===== src/rtl/imm_gen_queue.sv =====
// imm_gen_queue: decode-stage immediate generator feeding a DEPTH-entry FIFO.
// The opcode (or a one-hot ext_op override) selects the immediate format.
// The sign- or zero-extended immediate and the tag are queued for execute.
// Optional feature: define IMM_GEN_ZIMM_EN to decode the CSR zimm field.
// That feature also adds the out_zimm port.
module imm_gen_queue #(
    parameter int XLEN  = 32,
    parameter int DEPTH = 4,
    parameter int TAG_W = 8
) (
    input  logic                   clk,
    input  logic                   rst,
    input  logic                   flush,
    input  logic                   in_valid,
    output logic                   in_ready,
    input  logic [31:0]            in_instr,
    input  logic [TAG_W-1:0]       in_tag,
    input  logic [5:0]             ext_op,
    output logic                   out_valid,
    input  logic                   out_ready,
    output logic [XLEN-1:0]        out_imm,
    output logic [5:0]             out_fmt,
    output logic [TAG_W-1:0]       out_tag,
    output logic                   out_err,
`ifdef IMM_GEN_ZIMM_EN
    output logic                   out_zimm,
`endif
    output logic [$clog2(DEPTH):0] count
);
    localparam int PTR_W = $clog2(DEPTH);
    localparam int CNT_W = PTR_W + 1;
    localparam int SH_W  = $clog2(XLEN);

    localparam logic [5:0] FMT_SHAMT = 6'b100000;
    localparam logic [5:0] FMT_I     = 6'b010000;
    localparam logic [5:0] FMT_S     = 6'b001000;
    localparam logic [5:0] FMT_B     = 6'b000100;
    localparam logic [5:0] FMT_U     = 6'b000010;
    localparam logic [5:0] FMT_J     = 6'b000001;

    // Format implied by the opcode; unknown opcodes give no format.
    function automatic logic [5:0] auto_fmt(input logic [31:0] instr);
        logic [5:0] fmt;
        fmt = 6'b0;
        case (instr[6:0])
            7'b0010011:             fmt = (instr[13:12] == 2'b01) ? FMT_SHAMT : FMT_I;
            7'b0000011, 7'b1100111: fmt = FMT_I;
            7'b0100011:             fmt = FMT_S;
            7'b1100011:             fmt = FMT_B;
            7'b0110111, 7'b0010111: fmt = FMT_U;
            7'b1101111:             fmt = FMT_J;
            default:                fmt = 6'b0;
        endcase
        return fmt;
    endfunction

    // Widen a signed 32-bit value to XLEN (no-op when XLEN is 32).
    function automatic logic [XLEN-1:0] sext32(input logic signed [31:0] v);
        logic signed [XLEN-1:0] w;
        w = XLEN'(v);
        return w;
    endfunction

    // Immediate assembly; every signed field is first built as a signed 32-bit value.
    function automatic logic [XLEN-1:0] form_imm(input logic [5:0] fmt, input logic [31:0] instr);
        logic [XLEN-1:0] imm;
        imm = '0;
        case (fmt)
            FMT_SHAMT: imm = XLEN'(instr[20 +: SH_W]);
            FMT_I:     imm = sext32({{20{instr[31]}}, instr[31:20]});
            FMT_S:     imm = sext32({{20{instr[31]}}, instr[31:25], instr[11:7]});
            FMT_B:     imm = sext32({{19{instr[31]}}, instr[31], instr[7], instr[30:25],
                                     instr[11:8], 1'b0});
            FMT_U:     imm = sext32({instr[31:12], 12'b0});
            FMT_J:     imm = sext32({{11{instr[31]}}, instr[31], instr[19:12], instr[20],
                                     instr[30:21], 1'b0});
            default:   imm = '0;
        endcase
        return imm;
    endfunction

    // ---- stage p0: combinational decode of the offered instruction ----
    logic [XLEN-1:0] imm_p0;
    logic [5:0]      fmt_p0;
    logic            err_p0;
`ifdef IMM_GEN_ZIMM_EN
    logic            zimm_p0;
`endif

    // Choose the format (auto, override or illegal) and form the immediate.
    always_comb begin
        imm_p0 = '0;
        fmt_p0 = 6'b0;
        err_p0 = 1'b0;
`ifdef IMM_GEN_ZIMM_EN
        zimm_p0 = 1'b0;
`endif
        if (ext_op == 6'b0) begin
            fmt_p0 = auto_fmt(in_instr);
            imm_p0 = form_imm(fmt_p0, in_instr);
`ifdef IMM_GEN_ZIMM_EN
            if (in_instr[6:0] == 7'b1110011 && in_instr[14]) begin
                imm_p0  = XLEN'(in_instr[19:15]);
                zimm_p0 = 1'b1;
            end
`endif
        end else if ($onehot(ext_op)) begin
            fmt_p0 = ext_op;
            imm_p0 = form_imm(ext_op, in_instr);
        end else begin
            err_p0 = 1'b1;
        end
    end

    // ---- FIFO storage and pointer control ----
    logic [XLEN-1:0]  mem_imm [DEPTH];
    logic [5:0]       mem_fmt [DEPTH];
    logic [TAG_W-1:0] mem_tag [DEPTH];
    logic             mem_err [DEPTH];
`ifdef IMM_GEN_ZIMM_EN
    logic             mem_zimm [DEPTH];
`endif

    logic [PTR_W-1:0] wr_ptr;
    logic [PTR_W-1:0] rd_ptr;
    logic [PTR_W-1:0] head_idx;
    logic [CNT_W-1:0] count_nxt;
    logic [CNT_W-1:0] held;
    logic             push;
    logic             pop;
    logic             bypass;

    // A full FIFO refuses input even when it is popped in the same cycle.
    assign in_ready  = (count < CNT_W'(DEPTH));
    assign push      = in_valid & in_ready & ~flush;
    assign pop       = out_valid & out_ready;
    assign held      = count - CNT_W'(pop);
    assign count_nxt = count + CNT_W'(push) - CNT_W'(pop);
    assign head_idx  = rd_ptr + PTR_W'(pop);
    // Nothing stays stored after this cycle's pop, so the new head is the incoming entry.
    assign bypass    = push && (held == '0);

    // Write the decoded entry at the tail; payload storage needs no reset.
    always_ff @(posedge clk) begin
        if (push) begin
            mem_imm[wr_ptr] <= imm_p0;
            mem_fmt[wr_ptr] <= fmt_p0;
            mem_tag[wr_ptr] <= in_tag;
            mem_err[wr_ptr] <= err_p0;
`ifdef IMM_GEN_ZIMM_EN
            mem_zimm[wr_ptr] <= zimm_p0;
`endif
        end
    end

    // Pointers, occupancy and head-valid; flush clears them and drops any push.
    always_ff @(posedge clk) begin
        if (rst || flush) begin
            wr_ptr    <= '0;
            rd_ptr    <= '0;
            count     <= '0;
            out_valid <= 1'b0;
        end else begin
            if (push) wr_ptr <= wr_ptr + PTR_W'(1);
            if (pop)  rd_ptr <= rd_ptr + PTR_W'(1);
            count     <= count_nxt;
            out_valid <= (count_nxt != '0);
        end
    end

    // ---- stage p1: registered head outputs ----
    // Load the next head; when the FIFO goes empty the last head value is held.
    always_ff @(posedge clk) begin
        if (rst) begin
            out_imm <= '0;
            out_fmt <= 6'b0;
            out_tag <= '0;
            out_err <= 1'b0;
`ifdef IMM_GEN_ZIMM_EN
            out_zimm <= 1'b0;
`endif
        end else if (!flush && count_nxt != '0) begin
            if (bypass) begin
                out_imm <= imm_p0;
                out_fmt <= fmt_p0;
                out_tag <= in_tag;
                out_err <= err_p0;
`ifdef IMM_GEN_ZIMM_EN
                out_zimm <= zimm_p0;
`endif
            end else begin
                out_imm <= mem_imm[head_idx];
                out_fmt <= mem_fmt[head_idx];
                out_tag <= mem_tag[head_idx];
                out_err <= mem_err[head_idx];
`ifdef IMM_GEN_ZIMM_EN
                out_zimm <= mem_zimm[head_idx];
`endif
            end
        end
    end

endmodule


===== config.mk =====
export PLATFORM = sky130hd
export DESIGN_NAME = imm_gen_queue
export DESIGN_NICKNAME = d
export VERILOG_FILES = /design/src/rtl/imm_gen_queue.sv
export SDC_FILE = /design/constraint.sdc
export NUM_CORES = 1
export LEC_CHECK = 0
export CAP_MARGIN = 20
export CORE_UTILIZATION = 60
export DETAILED_ROUTE_END_ITERATION = 8
export GPL_ROUTABILITY_DRIVEN = 0
export PLACE_DENSITY_LB_ADDON = 0.3
export SETUP_SLACK_MARGIN = 0.3
export SYNTH_ARGS = -nofsm -noshare
export SYNTH_HDL_FRONTEND = slang
export SYNTH_SLANG_ARGS = --single-unit

===== constraint.sdc =====
create_clock -name clk -period 8.25 [get_ports clk]
set_clock_uncertainty 0.15 [all_clocks]
set_input_delay 1.65 -clock clk [delete_from_list [all_inputs] [get_ports clk]]
set_output_delay 1.65 -clock clk [all_outputs]
set_load 0.1 [all_outputs]

==> results of run 1 <==
-- per-layer routing --
layer / wire, um / vias up / share of wire, %
li1: - / 3192 / -
met1: 10000 / 3661 / 38
met2: 12900 / 455 / 49
met3: 2620 / 73 / 9.9
met4: 916 / 0 / 3.5
met5: 0 / - / 0
-- area by class of cell --
class	instances	area [um2]	share of cell area [%]
Inverter	21	78.8	0.611
Clock inverter	16	168	1.30
Multi-Input combinational cell	451	3750	29.1
Timing Repair Buffer	115	1140	8.83
Clock buffer	32	724	5.62
Tap cell	225	282	2.18
Sequential cell	243	6750	52.3
-- cells by family after synthesis --
group	synth area share, %
AO/OA/AOI/OAI	14.6
XOR/XNOR	0.698
adder cells (fa/ha/maj)	2.14
buffers and inverters	3.00
flip-flops	62.8
multiplexers	10.0
AND/OR/NAND/NOR	6.74
-- registers in the layout, indices dropped and copies added (netlist names), 3 cells and up --
| signal | count |
|---|---|
| count | 3 |
| mem_err | 4 |
| mem_fmt | 24 |
| mem_imm | 128 |
| mem_tag | 32 |
| out_fmt | 6 |
| out_imm | 32 |
| out_tag | 8 |
-- worst max-delay path by stage --
| stage | cells past startpoint | to | startpoint |
|---|---|---|---|
| floorplan | 13 | mem_imm[0][10] | ext_op[0] |
| global placement | 13 | mem_imm[2][6] | ext_op[3] |
| detailed placement | 13 | mem_imm[0][6] | ext_op[3] |
| CTS | 13 | mem_imm[1][6] | ext_op[3] |
| global route | 13 | mem_imm[0][6] | ext_op[3] |
| finish | 13 | mem_imm[1][6] | ext_op[3] |
-- layout by cell type, fill, tap and decap left out, types with 6 or more instances in the layout --
cell | Yosys | layout
edfxtp_1 | 188 | 188
clkdlybuf4s50_1 | 0 | 102
a21oi_1 | 86 | 86
dfxtp_1 | 55 | 55
nand2_1 | 49 | 49
mux4_2 | 47 | 47
o21ai_0 | 39 | 39
clkbuf_16 | 0 | 27
o31ai_1 | 22 | 21
inv_1 | 20 | 20
nor2_1 | 19 | 19
a22oi_1 | 15 | 15
o22ai_1 | 14 | 14
o21a_1 | 12 | 12
buf_4 | 0 | 12
and2_1 | 15 | 11
nor3_1 | 12 | 11
a21o_1 | 11 | 11
ha_1 | 12 | 11
nand3_1 | 9 | 8
a31oi_1 | 9 | 8
o221a_2 | 7 | 7
clkinv_2 | 0 | 7
nand3b_1 | 6 | 6
-- power groups by stage --
stage                     Combinational, uW  Clock (uW)  Sequential (uW)
after detailed placement                536           0             1410
after global routing                    565        1240             1390
after floorplan                         166           0             1620
after CTS                               540        1200             1380
final                                   542        1190             1380
after global placement                  525           0             1400
-- stage by stage --
step / instances / worst slack, ns / area, um2 / power, uW / util, %
2_1_floorplan: 771 / 2.94 / 10700 / 1790 / -
3_3_place_gp: 1054 / 1.41 / 12000 / 1930 / 68.7
3_5_place_dp: 1054 / 1.17 / 12000 / 1940 / 68.7
4_1_cts: 1102 / 1.68 / 12900 / 3120 / 73.9
5_1_grt: 1103 / 1.37 / 12900 / 3190 / 74.0
6_report: 1103 / 1.61 / 12900 / 3110 / 74.0
-- tightest hold or removal path, delay by kind of cell, from the launching register on --
kind,cells,cell delay [ns]
AOI/OAI and AO/OA,2,0.16
DFF,1,0.32
==> flow_metrics.py, run 1 <==
metrics = {
    "route": {
        "vias_per_cell": 6.69,
        "drtPass1Iterations": 6,
        "dr.first_iter.drc_count": 639,
        "drc": 0,
        "detail-route-antenna-nets": 0,
        "routedWlPerCell_um": 24.0,
        "wl_um": 26500,
        "via_count": 7381,
    },
    "setup_path": {
        "reg2regPathDepth": 14,
        "worst-path-buf-inv": 5,
        "cp_max_fo": 19,
        "r2r_start": "count[2]",
        "cp-end-kind": "register",
        "setup.worst_path.class": "input pin to register",
        "crit_path_start_kind": "input pin",
        "cp.required_ns": 8.46,
        "slowest_stage": "clkdlybuf4s50_1",
        "crit_family": "adder cells",
        "rr_endpoint": "out_imm[26]",
        "critPathArrivalTime_ns": 6.85,
        "r2r_slack_ns": 3.92,
        "path_cells": "clkdlybuf4s50_1, fa_1, inv_1, fa_1, inv_1, ha_1, fa_1, nor3b_1, inv_1, a311o_1, buf_4, o32ai_4, and2_1",
        "max_stage_delay_ns": 0.69,
    },
    "power": {
        "pwr-share-seq_pct": 44.4,
        "p_clk_share_pct": 38.2,
        "power_density_mw_per_mm2": 241,
        "p_sw_share_pct": 28.5,
        "pwr-share-comb_pct": 17.4,
        "ir_worst_vdd_uv": 207,
        "intPower_uw": 2230,
        "power.switching_uw": 886,
        "cellLeakagePower_uw": 0.00407,
    },
    "clocking": {
        "cts_root_buffer": "clkbuf_16",
        "insertion_delay_ns": 0.53,
        "cts-resized-gates": 0,
        "cts_buffers": 26,
        "cts_tree": "built",
        "postCtsSetupBuffers": 0,
        "cts_num_sinks": 243,
        "clk_pin_slew_ns": 0.06,
        "clk_path_buf_depth": 3,
        "htreeDepth": 1,
        "holdBufCountCts": 0,
    },
    "logic_synthesis": {
        "syn_avg_cell_area_um2": 13.9,
        "async_flop_share_pct": 0,
        "synth-edff-count": 188,
        "yosysWarnings": 0,
        "synth_most_common_cell": "edfxtp_1",
        "yosys-top-cells-count": "188 x edfxtp_1, 86 x a21oi_1, 55 x dfxtp_1",
        "syn_inst": 771,
        "ys_seq_area_share_pct": 62.8,
        "synth_seq_cells": 243,
        "netlist_area_mm2": 0.0107,
        "dominantRegCellSynth": "edfxtp_1",
        "synth.area.top_cells": "edfxtp_1 53%, dfxtp_1 10%, mux4_2 9.8%",
        "synth_top_area_share_pct": 52.5,
        "synth_top_area_cell": "edfxtp_1",
        "syn_nets": 838,
        "synth_cell_type_count": 59,
    },
    "die": {
        "coreArea_mm2": 0.0174,
        "die_w_um": 136,
        "die-area_mm2": 0.0185,
        "rows": 48,
        "initial_core_util_pct": 61.7,
        "io_pins": 103,
        "die_y_um": 136,
    },
    "min_path": {
        "holdCritStartpoint": "out_imm[5]",
        "whs_path_depth": 2,
        "min_to": "out_imm[5]",
        "hp-class": "register to register",
    },
    "grt": {
        "grt_util_met3_pct": 4.88,
        "grtUsageTotal_pct": 29.4,
        "grt_use_met2_pct": 48.6,
        "antenna_found_initial": 0,
        "top_usage_layer": "met2",
        "overflow": 0,
        "grt_util_met1_pct": 39.0,
        "grt_max_degree": 48,
        "grt_pass1_vias": 7492,
        "grt_pass1_wl_um": 40400,
    },
    "sta": {
        "worst_slew_pin_slew_ns": 1.05,
        "finalCritPeriodShare_pct": 80.5,
        "fmax_ghz": 0.151,
        "setup_viol": 0,
        "drv_slew": 0,
        "hold_ws_ns": 0.383,
        "relSlewSlack_pct": 29.7,
        "fin_crit_ns": 6.64,
        "rsz0062_at_grt": "no",
        "hold_viol_final": 0,
        "tns_ns": 0,
    },
    "placed_design": {
        "post-dp-hpwl_um": 16000,
        "io_buffers": 102,
    },
    "run_status": {
        "status": "complete, no violations",
    },
    "layout": {
        "final_nets": 925,
        "antenna_cells": 0,
        "fillers": 1092,
        "layout-drive-gt1-share_pct": 15.5,
        "area_growth_pct": 19.9,
    },
    "flow_run": {
        "drv_cap": 0,
    },
}
Note: power is estimated with default switching activity, not from simulation.
==> run 2, diff against run 1 <==
--- a/config.mk
+++ b/config.mk
@@ -6,7 +6,7 @@
 export NUM_CORES = 1
 export LEC_CHECK = 0
 export CAP_MARGIN = 20
-export CORE_UTILIZATION = 60
+export CORE_UTILIZATION = 52
 export DETAILED_ROUTE_END_ITERATION = 8
 export GPL_ROUTABILITY_DRIVEN = 0
 export PLACE_DENSITY_LB_ADDON = 0.3
==> constraint.sdc (replaced) <==
create_clock -name clk -period 5.6 [get_ports clk]
set_clock_uncertainty 0.15 [all_clocks]
set_input_delay 1.12 -clock clk [delete_from_list [all_inputs] [get_ports clk]]
set_output_delay 1.12 -clock clk [all_outputs]
set_load 0.1 [all_outputs]
==> run 2 against run 1 <==
Total power grew 43%. Global-route usage shrank 3.6 points. Routed wire length grew 1.3%. Sequential share of layout area shrank 0.096 points. Clock power grew 36%. Die area grew 15%. Non-clock buffer count grew 10. Clock-buffer cell count grew 9. Final cell count grew 5.0%. Hold slack lost 0.018 ns. Sequential power grew 48%. Critical path type unchanged. Critical endpoint is now mem_imm[1][10]. Largest power group unchanged.
==> flow_metrics.py, run 2 (same netlist as run 1, synthesis figures left out) <==
metrics = {
    "run_status": {
        "status": "complete, no violations",
    },
    "route": {
        "vias_per_cell": 6.35,
        "drtPass1Iterations": 5,
        "dr.first_iter.drc_count": 656,
        "wl_um": 26800,
        "drc": 0,
        "detail-route-antenna-nets": 0,
        "routedWlPerCell_um": 23.1,
        "via_count": 7350,
    },
    "grt": {
        "grt_pass1_vias": 7346,
        "grt_pass1_wl_um": 41900,
        "grt_max_degree": 42,
        "antenna_found_initial": 0,
        "top_usage_layer": "met2",
        "grtUsageTotal_pct": 25.7,
        "grt_use_met2_pct": 42.0,
        "grt_util_met1_pct": 36.0,
        "grt_util_met3_pct": 3.70,
        "overflow": 0,
    },
    "layout": {
        "final_common_cell": "edfxtp_1",
        "area_growth_pct": 20.2,
        "largest-register": "mem_imm",
        "final_nets": 935,
        "largest_reg_flops": 128,
        "final_cell_mix": "188 x edfxtp_1, 102 x clkdlybuf4s50_1, 86 x a21oi_1",
        "final_cells": 1158,
        "top_regs": "mem_imm (128), mem_tag (32), out_imm (32)",
        "antenna_cells": 0,
        "fillers": 1430,
        "layout-drive-gt1-share_pct": 15.1,
    },
    "power": {
        "pwr-share-comb_pct": 18.0,
        "intPower_uw": 3170,
        "pwr-share-seq_pct": 45.7,
        "power.switching_uw": 1290,
        "power_density_mw_per_mm2": 345,
        "ir_worst_vdd_uv": 218,
        "cellLeakagePower_uw": 0.00406,
        "p_clk_share_pct": 36.3,
        "total_power_uw": 4460,
        "p_sw_share_pct": 28.8,
    },
    "sta": {
        "finalCritPeriodShare_pct": 88.3,
        "setup_viol": 0,
        "fmax_ghz": 0.202,
        "fin_crit_ns": 4.95,
        "rsz0062_at_grt": "no",
        "worst_slew_pin_slew_ns": 1.03,
        "tns_ns": 0,
        "relSlewSlack_pct": 31.3,
        "setup_slack_ns": 0.654,
        "hold_ws_ns": 0.364,
        "drv_slew": 0,
        "hold_viol_final": 0,
    },
    "clocking": {
        "clk_path_buf_depth": 3,
        "htreeDepth": 1,
        "holdBufCountCts": 0,
        "clk_pin_slew_ns": 0.06,
        "cts-resized-gates": 0,
        "cts_tree": "built",
        "cts_root_buffer": "clkbuf_16",
        "insertion_delay_ns": 0.53,
        "cts_buffers": 26,
        "postCtsSetupBuffers": 0,
        "cts_num_sinks": 243,
    },
    "die": {
        "rows": 52,
        "die_y_um": 146,
        "initial_core_util_pct": 53.1,
        "die_w_um": 146,
        "io_pins": 103,
        "die-area_mm2": 0.0213,
        "coreArea_mm2": 0.0202,
    },
    "setup_path": {
        "cp-end-kind": "register",
        "crit_path_start_kind": "input pin",
        "max_stage_delay_ns": 0.64,
        "path_cells": "clkdlybuf4s50_1, fa_1, inv_1, fa_1, inv_1, ha_1, fa_1, nor3b_1, inv_1, a311o_1, o32ai_4, and2_1",
        "cp_max_fo": 12,
        "setup.worst_path.class": "input pin to register",
        "critPathArrivalTime_ns": 5.16,
        "slowest_stage": "o32ai_4",
        "cp.required_ns": 5.81,
    },
    "placed_design": {
        "post-dp-hpwl_um": 16900,
        "preCtsSetupSlack_ns": 0.172,
        "placedCellCount": 1110,
        "io_buffers": 102,
    },
    "flow_run": {
        "drv_cap": 0,
    },
    "min_path": {
        "hp-class": "register to register",
    },
}
==> run 2: worst max-delay path: cells and delay by family <==
kind,cells,cell delay [ns]
buf+inv,4,0.70
compound gates,2,1.03
fa+ha+maj,4,1.73
simple gates,2,0.58
==> run 2: final cells by class <==
| cell class | count | area (um2) | share of cell area (%) |
|---|---|---|---|
| Timing Repair Buffer | 125 | 1210 | 9.34 |
| Multi-Input combinational cell | 451 | 3750 | 29.0 |
| Tap cell | 270 | 338 | 2.62 |
| Sequential cell | 243 | 6750 | 52.2 |
| Clock buffer | 41 | 738 | 5.72 |
| Inverter | 21 | 78.8 | 0.610 |
| Clock inverter | 7 | 58.8 | 0.455 |
==> run 2: power groups by stage <==
stage	combinational, uW	sequential, uW	clock (uW)
3_5_place_dp	798	2070	0
2_1_floorplan	245	2380	0
6_report	804	2040	1620
4_1_cts	803	2040	1630
5_1_grt	842	2040	1710
3_3_place_gp	787	2070	0
==> run 2: metrics by stage <==
step | area (um2) | utilization [%]
2_1_floorplan | 10700 | -
3_3_place_gp | 12100 | 59.9
3_5_place_dp | 12100 | 59.9
4_1_cts | 12900 | 63.8
5_1_grt | 12900 | 63.8
6_report | 12900 | 63.8
==> run 2: path summary, 6_finish.rpt <==
kind | from | to | slack, ns | cells after the start
hold / removal | out_imm[6] | out_imm[6] | 0.36 | 2
setup reg to reg | count[2] | out_imm[30] | 1.61 | 13
setup / recovery | ext_op[0] | mem_imm[1][10] | 0.65 | 12
hold reg to reg | out_imm[6] | out_imm[6] | 0.36 | 2
==> run 2: metal layers <==
metal	share of wire, %	wire length [um]
met1	41	11000
met2	48	12900
met3	8.4	2250
met4	2.2	584
met5	0	0
==> run 3, diff against run 2 <==
--- a/config.mk
+++ b/config.mk
@@ -6,7 +6,9 @@
 export NUM_CORES = 1
 export LEC_CHECK = 0
 export CAP_MARGIN = 20
-export CORE_UTILIZATION = 52
+export CELL_PAD_IN_SITES_DETAIL_PLACEMENT = 1
+export CELL_PAD_IN_SITES_GLOBAL_PLACEMENT = 1
+export CORE_UTILIZATION = 43
 export DETAILED_ROUTE_END_ITERATION = 8
 export GPL_ROUTABILITY_DRIVEN = 0
 export PLACE_DENSITY_LB_ADDON = 0.3
==> run 3 against run 2 <==
Sequential cell count did not move. Total power rose by 1.7%. Final cell count rose by 4.8%. Largest power group unchanged. Fmax fell by 0.94%. Register-to-register slack improved by 0.33 ns. Via count fell by 1.3%. Largest cell class unchanged.
==> flow_metrics.py, run 3 (same netlist as run 1, synthesis figures left out) <==
metrics = {
    "power": {
        "power_density_mw_per_mm2": 347,
        "p_clk_share_pct": 36.8,
        "pwr-share-seq_pct": 45.0,
        "ir_worst_vdd_uv": 197,
        "power.switching_uw": 1310,
        "cellLeakagePower_uw": 0.00411,
        "pwr-share-comb_pct": 18.2,
        "intPower_uw": 3230,
        "p_sw_share_pct": 28.8,
        "total_power_uw": 4540,
    },
    "placed_design": {
        "post-dp-hpwl_um": 18900,
        "io_buffers": 102,
        "placedCellCount": 1168,
        "dpl_cell_area_mm2": 0.0122,
    },
    "sta": {
        "rsz0062_at_grt": "no",
        "hold_ws_ns": 0.384,
        "relSlewSlack_pct": 30.3,
        "finalCritPeriodShare_pct": 89.2,
        "fin_crit_ns": 4.99,
        "fmax_ghz": 0.200,
        "tns_ns": 0,
        "worst_slew_pin_slew_ns": 1.04,
        "hold_viol_final": 0,
        "setup_viol": 0,
        "drv_slew": 0,
    },
    "grt": {
        "grt_util_met3_pct": 3.09,
        "top_usage_layer": "met2",
        "grt_pass1_wl_um": 46100,
        "grt_pass1_vias": 7943,
        "antenna_found_initial": 0,
        "grt_use_met2_pct": 41.2,
        "grt_max_degree": 56,
        "grtUsageTotal_pct": 23.3,
        "overflow": 0,
        "grt_util_met1_pct": 30.1,
    },
    "clocking": {
        "postCtsSetupBuffers": 0,
        "insertion_delay_ns": 0.52,
        "holdBufCountCts": 0,
        "cts_tree": "built",
        "clk_pin_slew_ns": 0.06,
        "clk_path_buf_depth": 3,
        "cts_buffers": 25,
        "cts-resized-gates": 0,
        "htreeDepth": 1,
        "cts_root_buffer": "clkbuf_16",
        "cts_num_sinks": 243,
    },
    "setup_path": {
        "cp_max_fo": 12,
        "crit_path_start_kind": "input pin",
        "cp-end-kind": "register",
        "r2r_slack_ns": 1.94,
        "max_stage_delay_ns": 0.58,
        "critPathArrivalTime_ns": 5.19,
        "crit_path_start": "ext_op[0]",
        "reg2regPathDepth": 14,
        "crit_family": "adder cells",
        "r2r_start": "count[2]",
        "path_cells": "clkdlybuf4s50_1, fa_1, inv_1, fa_1, inv_1, ha_1, fa_1, nor3b_1, inv_1, a311o_1, o32ai_4, buf_4, and2_1",
        "slowest_stage": "fa_1",
        "rr_endpoint": "out_imm[30]",
        "cp.required_ns": 5.80,
        "critPathCapture": "mem_imm[2][5]",
        "setup.worst_path.class": "input pin to register",
        "worst-path-buf-inv": 5,
        "crit_cells": 13,
    },
    "layout": {
        "final_cells": 1214,
        "fillers": 2401,
        "final_common_cell": "edfxtp_1",
        "final_nets": 938,
        "area_growth_pct": 21.5,
        "multi_input_area_mm2": 0.00375,
        "largest-register": "mem_imm",
        "seq_area_mm2": 0.00675,
        "stdcell_area_mm2": 0.0131,
        "layout-drive-gt1-share_pct": 16.4,
        "top_regs": "mem_imm (128), mem_tag (32), out_imm (32)",
        "final_cell_mix": "188 x edfxtp_1, 102 x clkdlybuf4s50_1, 86 x a21oi_1",
        "antenna_cells": 0,
        "largest_reg_flops": 128,
    },
    "run_status": {
        "status": "complete, no violations",
    },
    "route": {
        "via_count": 7254,
        "dr.first_iter.drc_count": 547,
        "routedWlPerCell_um": 24.5,
        "vias_per_cell": 5.98,
        "detail-route-antenna-nets": 0,
        "drc": 0,
        "wl_um": 29700,
        "drtPass1Iterations": 5,
    },
    "die": {
        "coreArea_mm2": 0.0244,
        "initial_core_util_pct": 44.1,
        "die-area_mm2": 0.0256,
        "die_w_um": 160,
        "die_y_um": 160,
        "io_pins": 103,
        "rows": 57,
    },
    "min_path": {
        "hp-class": "register to register",
    },
    "flow_run": {
        "drv_cap": 0,
    },
}
==> run 3: layout make-up <==
class | instances | share of cell area [%]
Clock inverter | 11 | 0.900
Multi-Input combinational cell | 451 | 28.7
Timing Repair Buffer | 129 | 9.49
Tap cell | 324 | 3.10
Sequential cell | 243 | 51.7
Clock buffer | 35 | 5.54
Inverter | 21 | 0.604
==> run 3: worst min-delay path by stage <==
| stage | start | end | slack (ns) | cells past startpoint |
|---|---|---|---|---|
| after floorplan | rd_ptr[1] | rd_ptr[1] | 0.35 | 2 |
| after global placement | out_imm[10] | out_imm[10] | 0.35 | 2 |
| after detailed placement | out_imm[5] | out_imm[5] | 0.37 | 2 |
| after CTS | out_imm[5] | out_imm[5] | 0.38 | 2 |
| after global routing | out_imm[5] | out_imm[5] | 0.41 | 2 |
| final | out_imm[10] | out_imm[10] | 0.38 | 2 |
==> run 3: worst min-delay path: stages, from the launching register on <==
cell and delay, ns:
dfxtp_1 0.33, a21oi_1 0.07, a21oi_2 0.10
==> run 3: power by group through the flow <==
stage	combinational [uW]	clock, uW	sequential [uW]
finish	827	1670	2040
global route	864	1750	2040
CTS	829	1700	2040
detailed placement	822	0	2080
global placement	803	0	2070
floorplan	245	0	2380
==> run 3: through the flow <==
stage                     utilization [%]  worst slack, ns
after floorplan                         -            0.817
after global placement               50.1            0.338
after detailed placement             50.1           0.0610
after CTS                            53.5            0.615
after global routing                 53.5            0.396
final                                53.5            0.607
==> run 3: layer usage <==
metal,wire (um),vias to the layer above
met5,0,-
met4,552,0
met3,1500,36
met2,15100,251
met1,12500,3737
li1,-,3230
